===== src/rtl/serial_adder.sv =====
// -----------------------------------------------------------------------------
// serial_adder
//
// Bit-serial ripple adder: sum = a + b + cin, computed one bit per clock,
// LSB first, through a single full-adder cell and a carry flip-flop.
// Used as the low-area multi-cycle companion to the combinational add/sub
// cells. Feeding a=D, b=Y, cin=B_in recovers the minuend of a subtraction,
// which lets the datapath cross-check subtractor results.
//
// Parameters
//   WIDTH   operand/result width in bits (>= 1)
//
// Ports
//   clk     in   1      system clock, rising edge
//   reset   in   1      synchronous, active-high reset
//   start   in   1      request; operands sampled on the edge where start=1
//                       and the adder is not busy
//   a       in   WIDTH  operand A
//   b       in   WIDTH  operand B
//   cin     in   1      carry-in
//   busy    out  1      high while bits are being computed
//   done    out  1      one-cycle pulse; sum/cout valid from this cycle
//   sum     out  WIDTH  result; holds until the next accepted start
//   cout    out  1      carry out of bit WIDTH-1; holds with sum
//   ovf     out  1      two's-complement overflow (OVERFLOW_DETECT_EN only)
//
// Build option
//   OVERFLOW_DETECT_EN  when defined, adds the ovf port and its flop.
//
// FSM states
//   state  | meaning
//   S_IDLE | waiting for start, last result visible on sum/cout
//   S_RUN  | one bit computed per edge, busy=1
//   S_DONE | result just published, done=1; start here begins a new op
// -----------------------------------------------------------------------------
module serial_adder #(
  parameter int WIDTH = 8
) (
  input  logic             clk,
  input  logic             reset,
  input  logic             start,
  input  logic [WIDTH-1:0] a,
  input  logic [WIDTH-1:0] b,
  input  logic             cin,
  output logic             busy,
  output logic             done,
  output logic [WIDTH-1:0] sum,
  output logic             cout
`ifdef OVERFLOW_DETECT_EN
  ,
  output logic             ovf
`endif
);

  // A 1-bit counter is still needed when WIDTH=1 ($clog2(1) is 0).
  localparam int CNT_W = (WIDTH > 1) ? $clog2(WIDTH) : 1;
  localparam logic [CNT_W-1:0] CNT_LAST = CNT_W'(WIDTH - 1);

  typedef enum logic [1:0] {
    S_IDLE = 2'd0,
    S_RUN  = 2'd1,
    S_DONE = 2'd2
  } state_t;

  state_t state, state_nxt;

  logic [WIDTH-1:0] a_sh;
  logic [WIDTH-1:0] b_sh;
  logic [WIDTH-1:0] s_sh;
  logic [WIDTH-1:0] s_sh_nxt;
  logic             carry;
  logic             carry_nxt;
  logic             bit_s;
  logic [CNT_W-1:0] cnt;
  logic             last_bit;
  logic             accept;

  // ---------------------------------------------------------------------------
  // Full-adder cell and control decode
  // ---------------------------------------------------------------------------
  always_comb begin
    bit_s     = a_sh[0] ^ b_sh[0] ^ carry;
    carry_nxt = (a_sh[0] & b_sh[0]) | (a_sh[0] & carry) | (b_sh[0] & carry);
    // New bit enters at the MSB; written as a shift of the concatenation so
    // the same expression also covers WIDTH=1 (result is just bit_s).
    s_sh_nxt  = WIDTH'({bit_s, s_sh} >> 1);
    last_bit  = (cnt == CNT_LAST);
    // start is honoured in IDLE and DONE, never while bits are in flight.
    accept    = start && (state != S_RUN);
  end

  // ---------------------------------------------------------------------------
  // FSM: state register
  // ---------------------------------------------------------------------------
  always_ff @(posedge clk) begin
    if (reset) begin
      state <= S_IDLE;
    end else begin
      state <= state_nxt;
    end
  end

  // ---------------------------------------------------------------------------
  // FSM: next-state logic
  // ---------------------------------------------------------------------------
  always_comb begin
    state_nxt = state;
    case (state)
      S_IDLE: begin
        if (accept) begin
          state_nxt = S_RUN;
        end
      end
      S_RUN: begin
        if (last_bit) begin
          state_nxt = S_DONE;
        end
      end
      S_DONE: begin
        if (accept) begin
          state_nxt = S_RUN;
        end else begin
          state_nxt = S_IDLE;
        end
      end
      default: begin
        state_nxt = S_IDLE;
      end
    endcase
  end

  // ---------------------------------------------------------------------------
  // FSM: outputs, decoded from the registered state only
  // ---------------------------------------------------------------------------
  always_comb begin
    busy = (state == S_RUN);
    done = (state == S_DONE);
  end

  // ---------------------------------------------------------------------------
  // Datapath: operand/result shift registers, carry, bit counter
  // ---------------------------------------------------------------------------
  always_ff @(posedge clk) begin
    if (reset) begin
      a_sh  <= '0;
      b_sh  <= '0;
      s_sh  <= '0;
      carry <= 1'b0;
      cnt   <= '0;
    end else if (accept) begin
      a_sh  <= a;
      b_sh  <= b;
      carry <= cin;
      cnt   <= '0;
    end else if (state == S_RUN) begin
      a_sh  <= a_sh >> 1;
      b_sh  <= b_sh >> 1;
      s_sh  <= s_sh_nxt;
      carry <= carry_nxt;
      cnt   <= cnt + CNT_W'(1);
    end
  end

  // ---------------------------------------------------------------------------
  // Published result: only updated on the edge that enters DONE, so partial
  // bits never appear and the previous result stays visible while busy.
  // ---------------------------------------------------------------------------
  always_ff @(posedge clk) begin
    if (reset) begin
      sum  <= '0;
      cout <= 1'b0;
    end else if ((state == S_RUN) && last_bit) begin
      sum  <= s_sh_nxt;
      cout <= carry_nxt;
    end
  end

`ifdef OVERFLOW_DETECT_EN
  // On the MSB cycle, carry holds the carry into the MSB and carry_nxt the
  // carry out of it; their difference flags signed overflow.
  always_ff @(posedge clk) begin
    if (reset) begin
      ovf <= 1'b0;
    end else if ((state == S_RUN) && last_bit) begin
      ovf <= carry ^ carry_nxt;
    end
  end
`endif

endmodule


===== config.mk =====
export PLATFORM = sky130hd
export DESIGN_NAME = serial_adder
export DESIGN_NICKNAME = d
export VERILOG_FILES = /design/src/rtl/serial_adder.sv
export SDC_FILE = /design/constraint.sdc
export NUM_CORES = 1
export LEC_CHECK = 0
export CORE_UTILIZATION = 30
export CTS_CLUSTER_SIZE = 40
export DETAILED_ROUTE_END_ITERATION = 8
export HOLD_SLACK_MARGIN = 0.05
export PLACE_DENSITY = 0.57
export SETUP_SLACK_MARGIN = 0.2
export SLEW_MARGIN = 20
export SYNTH_ARGS = -nofsm -noshare
export SYNTH_HDL_FRONTEND = slang
export SYNTH_SLANG_ARGS = --single-unit

===== constraint.sdc =====
create_clock -name clk -period 1.65 [get_ports clk]
set_input_delay 0.2475 -clock clk [delete_from_list [all_inputs] [get_ports clk]]
set_output_delay 0.2475 -clock clk [all_outputs]
set_load 0.03 [all_outputs]

==> reports/metrics.cfg, run 1 <==
[setup_path]
crit_path_end_kind=output pin
critPathMaxStageDelay_ns=0.32
crit-reg2reg-launch=state[1]
r2r_slack_ns=0.34
worstPathRequired_ns=1.40
reg2reg_to=b_sh[4]
ff2ff_path_depth=4
crit_type=register to output pin
crit_buf_inv=2
crit_slowest_cell=dfxtp_1
worstPathCellList=nand2b_2, clkinv_2, clkdlybuf4s15_2
critical_path.top_delay_family=buffers and inverters
cp.arrival_ns=1.14
worstSetupStartpointType=register
path_max_fanout=4
crit_cells=3

[power]
peakVddDrop_uv=320
p_total_uw=1900
leakage_uw=0.000827
power_density_nw_per_um2=911

[place]
hpwl_um=2040
port_buffers=30
place.gp.congestion=0.664
pre_cts_ws_ns=0.198
placed_cell_area_um2=2010

[clock_tree]
cts_tree=done
insertion_delay_ns=0.29
clk_pin_slew_ns=0.07
clockRootBuffer=clkbuf_8
cts_made_buffers=5
clk_path_buf_depth=2
htreeDepth=2
clock-sinks=38
cts_setup_buffers=0
cts_hold_buf=0

[timing]
finalHoldViolCount=0
rsz0062_at_grt=no
timing.fmax_mhz=720
timing.final.max_slew_violations=0
worst_pin_slew_ns=0.485
relSlewSlack_pct=67.6
setup_viol=0
layout_min_cycle_time_ns=1.39
period_share_pct=84.2
tns_ns=0
skew_ns=0.00258
timing.final.ws_setup_ns=0.261

[final_layout]
nNetsFinal=221
syn2layout_area_growth_pct=25.9
num_antenna_cells=0
drive_gt1_share_pct=20.1
final_cell_area_um2=2090

[floorplanning]
die_w_um=76.4
core_um2=5200
dieHeight_um=76.4
num_io_pins=31
initial_utilization_pct=31.9
num_rows=26
die_area_um2=5830

[global_routing]
grt_max_degree=42
grt_pass1_vias=1162
antenna_found_initial=0
grt_pass1_wl_um=5460
overflow=0
gr-usage-all-layers_pct=12.0

[hold_path]
whs_endpoint=s_sh[2]
min_path_cells=3
holdCritPathClass=input pin to register
hold_start=reset

[synthesis]
yosysMostFrequentCell=dfxtp_1
synth_edf_count=0
synthFlopType=dfxtp_1
async_reset_ff_share_pct=0
ys_ff_latch=38
syn_area_per_cell_um2=9.82
ys_seq_area_share_pct=45.9
synth_largest_area_cell=dfxtp_1
syn_inst=169
syn_area_um2=1660
yosysUniqueCellTypes=21
synth.top_cell.area_share_pct=45.9
synthTopCellsByArea=dfxtp_1 (46%), a211oi_2 (11%), mux2i_1 (10%)
synth_warnings=0
syn_nets=192
synth_common_cells=dfxtp_1 (38), nand2_1 (34), mux2i_1 (17), nor2_1 (17), a211oi_2 (15)

[route]
avgRoutedWirePerCell_um=11.6
dr.first_iter.drc_count=70
drc=0
routed_wl_um=3120
vias_per_cell=4.55
vias=1223
detail-route-antenna-nets=0
firstDrtPassIters=5

[status]
status=finished, final reports clean

[flow_run]
maxCapViolations=0

-- area by class of cell --
type | count | area, µm²
Clock buffer | 7 | 86.3
Clock inverter | 1 | 5.00
Fill cell | 542 | 3120
Inverter | 2 | 8.76
Multi-Input combinational cell | 116 | 798
Sequential cell | 38 | 761
Tap cell | 70 | 87.6
Timing Repair Buffer | 35 | 343
-- flip-flops by register name, summed over array words and instances, names as in the netlist --
| name | cells |
|---|---|
| cout | 1 |
| a_sh | 8 |
| carry | 1 |
| sum | 8 |
| b_sh | 8 |
| s_sh | 7 |
| cnt | 3 |
| state | 2 |
-- cell families (layout without fill, tap and decap cells) --
kind of cell    after synthesis  after routing  synth area share, %
compound gates               35             35                 18.7
fa+ha+maj                     3              3                 2.71
flops                        38             38                 45.9
buf+inv                      15             45                 6.26
simple gates                 61             61                 16.2
mux                          17             17                 10.3
-- worst max-delay path by stage --
stage | start | slack, ns | endpoint
floorplan | cnt[0] | 0.42 | sum[0]
global placement | state[1] | 0.18 | done
detailed placement | state[1] | 0.20 | done
CTS | state[1] | 0.15 | done
global route | state[1] | 0.21 | busy
finish | state[1] | 0.26 | busy
-- metal layers --
| layer | vias up | share of wire [%] | global-route usage [%] | routed length, µm |
|---|---|---|---|---|
| met4 | 0 | 2.8 | 7.50 | 88 |
| met3 | 5 | 3.3 | 3.23 | 102 |
| met1 | 573 | 48 | 14.7 | 1490 |
| met5 | - | 0 | 0 | 0 |
| li1 | 627 | - | - | - |
| met2 | 18 | 46 | 18.5 | 1440 |
-- stage by stage --
| step | util [%] | cells | hold slack (ns) |
|---|---|---|---|
| finish | 40.1 | 269 | 0.388 |
| global route | 40.1 | 269 | 0.397 |
| CTS | 40.2 | 269 | 0.382 |
| detailed placement | 38.7 | 261 | 0.449 |
| global placement | 38.7 | 261 | 0.445 |
| floorplan | - | 169 | 0.431 |
-- power breakdown --
group          internal, µW  switching, µW  total, µW
registers               963           27.0        990
clock network           337            319        656
logic                   128            130        258
-- tightest hold or removal path, cell delays in order --
cell and delay (ns):
buf_2 0.10, buf_12 0.23, a21oi_2 0.04
-- cell usage in the layout, fill, tap and decap left out, types with 3 or more instances in the layout --
master / synthesis / layout
dfxtp_1: 38 / 38
nand2_1: 34 / 34
clkdlybuf4s50_1: 0 / 18
mux2i_1: 17 / 17
nor2_1: 17 / 17
a211oi_2: 15 / 15
a21oi_1: 14 / 14
dlygate4sd2_1: 0 / 9
clkbuf_8: 0 / 6
a21oi_2: 5 / 5
nand3b_1: 4 / 4
buf_4: 5 / 3
-- timing repair --
item	CTS	global route
pin swaps	0	0
setup endpoints to repair	11	6
resized for setup	13	3
hold endpoints to repair	0	0
(Power assumes the default switching activity.)
==> run 2, diff against run 1 <==
- clock period: 1.65 -> 1.3 ns (I/O delays scaled with it)
==> run 2 against run 1 <==
  * Global-route usage grew 0.66 points
  * Flip-flop and latch count is the same
  * Largest cell class unchanged
  * Worst setup slack lost 0.20 ns
==> reports/metrics.cfg, run 2 (synthesis results as in run 1) <==
[timing]
relSlewSlack_pct=82.7
worst_pin_slew_ns=0.260
period_share_pct=95.5
setup_viol=0
skew_ns=0.00318
layout_min_cycle_time_ns=1.24
finalHoldViolCount=0
rsz0062_at_grt=yes
timing.final.ws_setup_ns=0.0583
timing.final.max_slew_violations=0
timing.fmax_mhz=805

[place]
hpwl_um=2190
port_buffers=30
pre_cts_ws_ns=-0.0516
place.gp.congestion=0.653

[global_routing]
overflow=0
antenna_found_initial=0
grt_pass1_wl_um=5730
gr-usage-all-layers_pct=12.6
grt_pass1_vias=1227
grt_max_degree=30

[final_layout]
top_regs=a_sh (8), b_sh (8), sum (8)
final_cell_mix=dfxtp_1 (32), nand2_1 (21), clkdlybuf4s50_1 (18)
drive_gt1_share_pct=47.9
syn2layout_area_growth_pct=47.1
num_antenna_cells=0
nNetsFinal=234
final_common_cell=dfxtp_1
utilization_pct=46.9
fill_cells=507

[hold_path]
holdCritPathClass=input pin to register

[floorplanning]
die_w_um=76.4
initial_utilization_pct=31.9
die_area_um2=5830
num_rows=26
dieHeight_um=76.4
num_io_pins=31
core_um2=5200

[setup_path]
r2r_slack_ns=0.06
reg2reg_to=sum[6]
cp-startpoint=cnt[0]
crit-reg2reg-launch=cnt[0]
worstSetupStartpointType=register
path_max_fanout=4
cpMostUsedCell=ha_4
critPathMaxStageDelay_ns=0.35
cp.arrival_ns=1.42
ff2ff_path_depth=6
crit_type=register to register
crit_path_end_kind=register
worstPathCellList=ha_4, ha_4, and3b_2, buf_6, nand2_2, a21oi_2
crit_path_end=sum[6]
worstPathRequired_ns=1.48
crit_slowest_cell=dfxtp_4

[flow_run]
maxCapViolations=0

[clock_tree]
cts_made_buffers=5
htreeDepth=2
cts_hold_buf=0
clockRootBuffer=clkbuf_8
insertion_delay_ns=0.28
clk_path_buf_depth=2
cts_tree=done
clock-sinks=38
clk_pin_slew_ns=0.07

[route]
routed_wl_um=3790
dr.first_iter.drc_count=46
detail-route-antenna-nets=0
vias=1313
avgRoutedWirePerCell_um=13.5
vias_per_cell=4.67
drc=0
firstDrtPassIters=4

[power]
pwr-share-comb_pct=18.4
power.internal_uw=1840
p_switching_uw=649
power_density_nw_per_um2=1020
sw_frac_of_total_pct=26.1
peakVddDrop_uv=452
leakage_uw=0.000949
clockPowerShare_pct=30.5
power_frac_seq_pct=51.1

[status]
status=finished, final reports clean

[run 2: cell type report]
cell class                      instances  area (µm²)  area share (%)
Clock buffer                            7        76.3            3.13
Sequential cell                        38         773            31.7
Timing Repair Buffer                   48         509            20.9
Tap cell                               70        87.6            3.59
Inverter                                2        20.0           0.821
Multi-Input combinational cell        116         973            39.9
[run 2: how the worst min path moves through the flow]
stage / depth (start not counted) / from / to
after floorplan: 2 / a[7] / a_sh[7]
after global placement: 2 / sum[6] / sum[6]
after detailed placement: 2 / sum[6] / sum[6]
after CTS: 2 / reset / a_sh[6]
after global routing: 2 / reset / a_sh[3]
final: 2 / reset / a_sh[6]
[run 2: per-layer routing]
metal  vias to the layer above  wire length, µm  GRT usage (%)
li1                        660                -              -
met1                       626             1670           15.2
met2                        22             1920           20.5
met3                         5              145           3.95
met4                         0               61           5.77
met5                         -                0              0
[run 2: power groups by stage]
stage	sequential, µW	combinational (µW)	clock, µW
CTS	1260	364	781
global placement	1290	337	0
finish	1270	457	759
detailed placement	1290	342	0
floorplan	1280	246	0
global route	1280	495	829
[run 2: stage by stage]
step	total power [µW]	area (µm²)	hold WS, ns	instances	TNS, ns
final	2490	2440	0.251	281	0
after global routing	2600	2440	0.263	281	0
after CTS	2410	2210	0.246	276	0
after detailed placement	1630	2070	0.447	266	-0.604
after global placement	1620	2070	0.443	266	-0.550
after floorplan	1520	1690	0.378	169	0
[run 2: critical path, delay by kind of cell, from the launching register on]
kind	cells	cell delay, ns
DFF	1	0.35
adders and majority gates	2	0.32
and+or+nand+nor	2	0.28
buffers and inverters	1	0.13
AOI/OAI and AO/OA	1	0.05
[run 2: what timing repair did]
action | CTS | global route
gates resized for setup | 68 | 39
pin swaps | 10 | 24
setup endpoints to repair | 21 | 38
cloned | 0 | 4
buffers inserted | 3 | 1
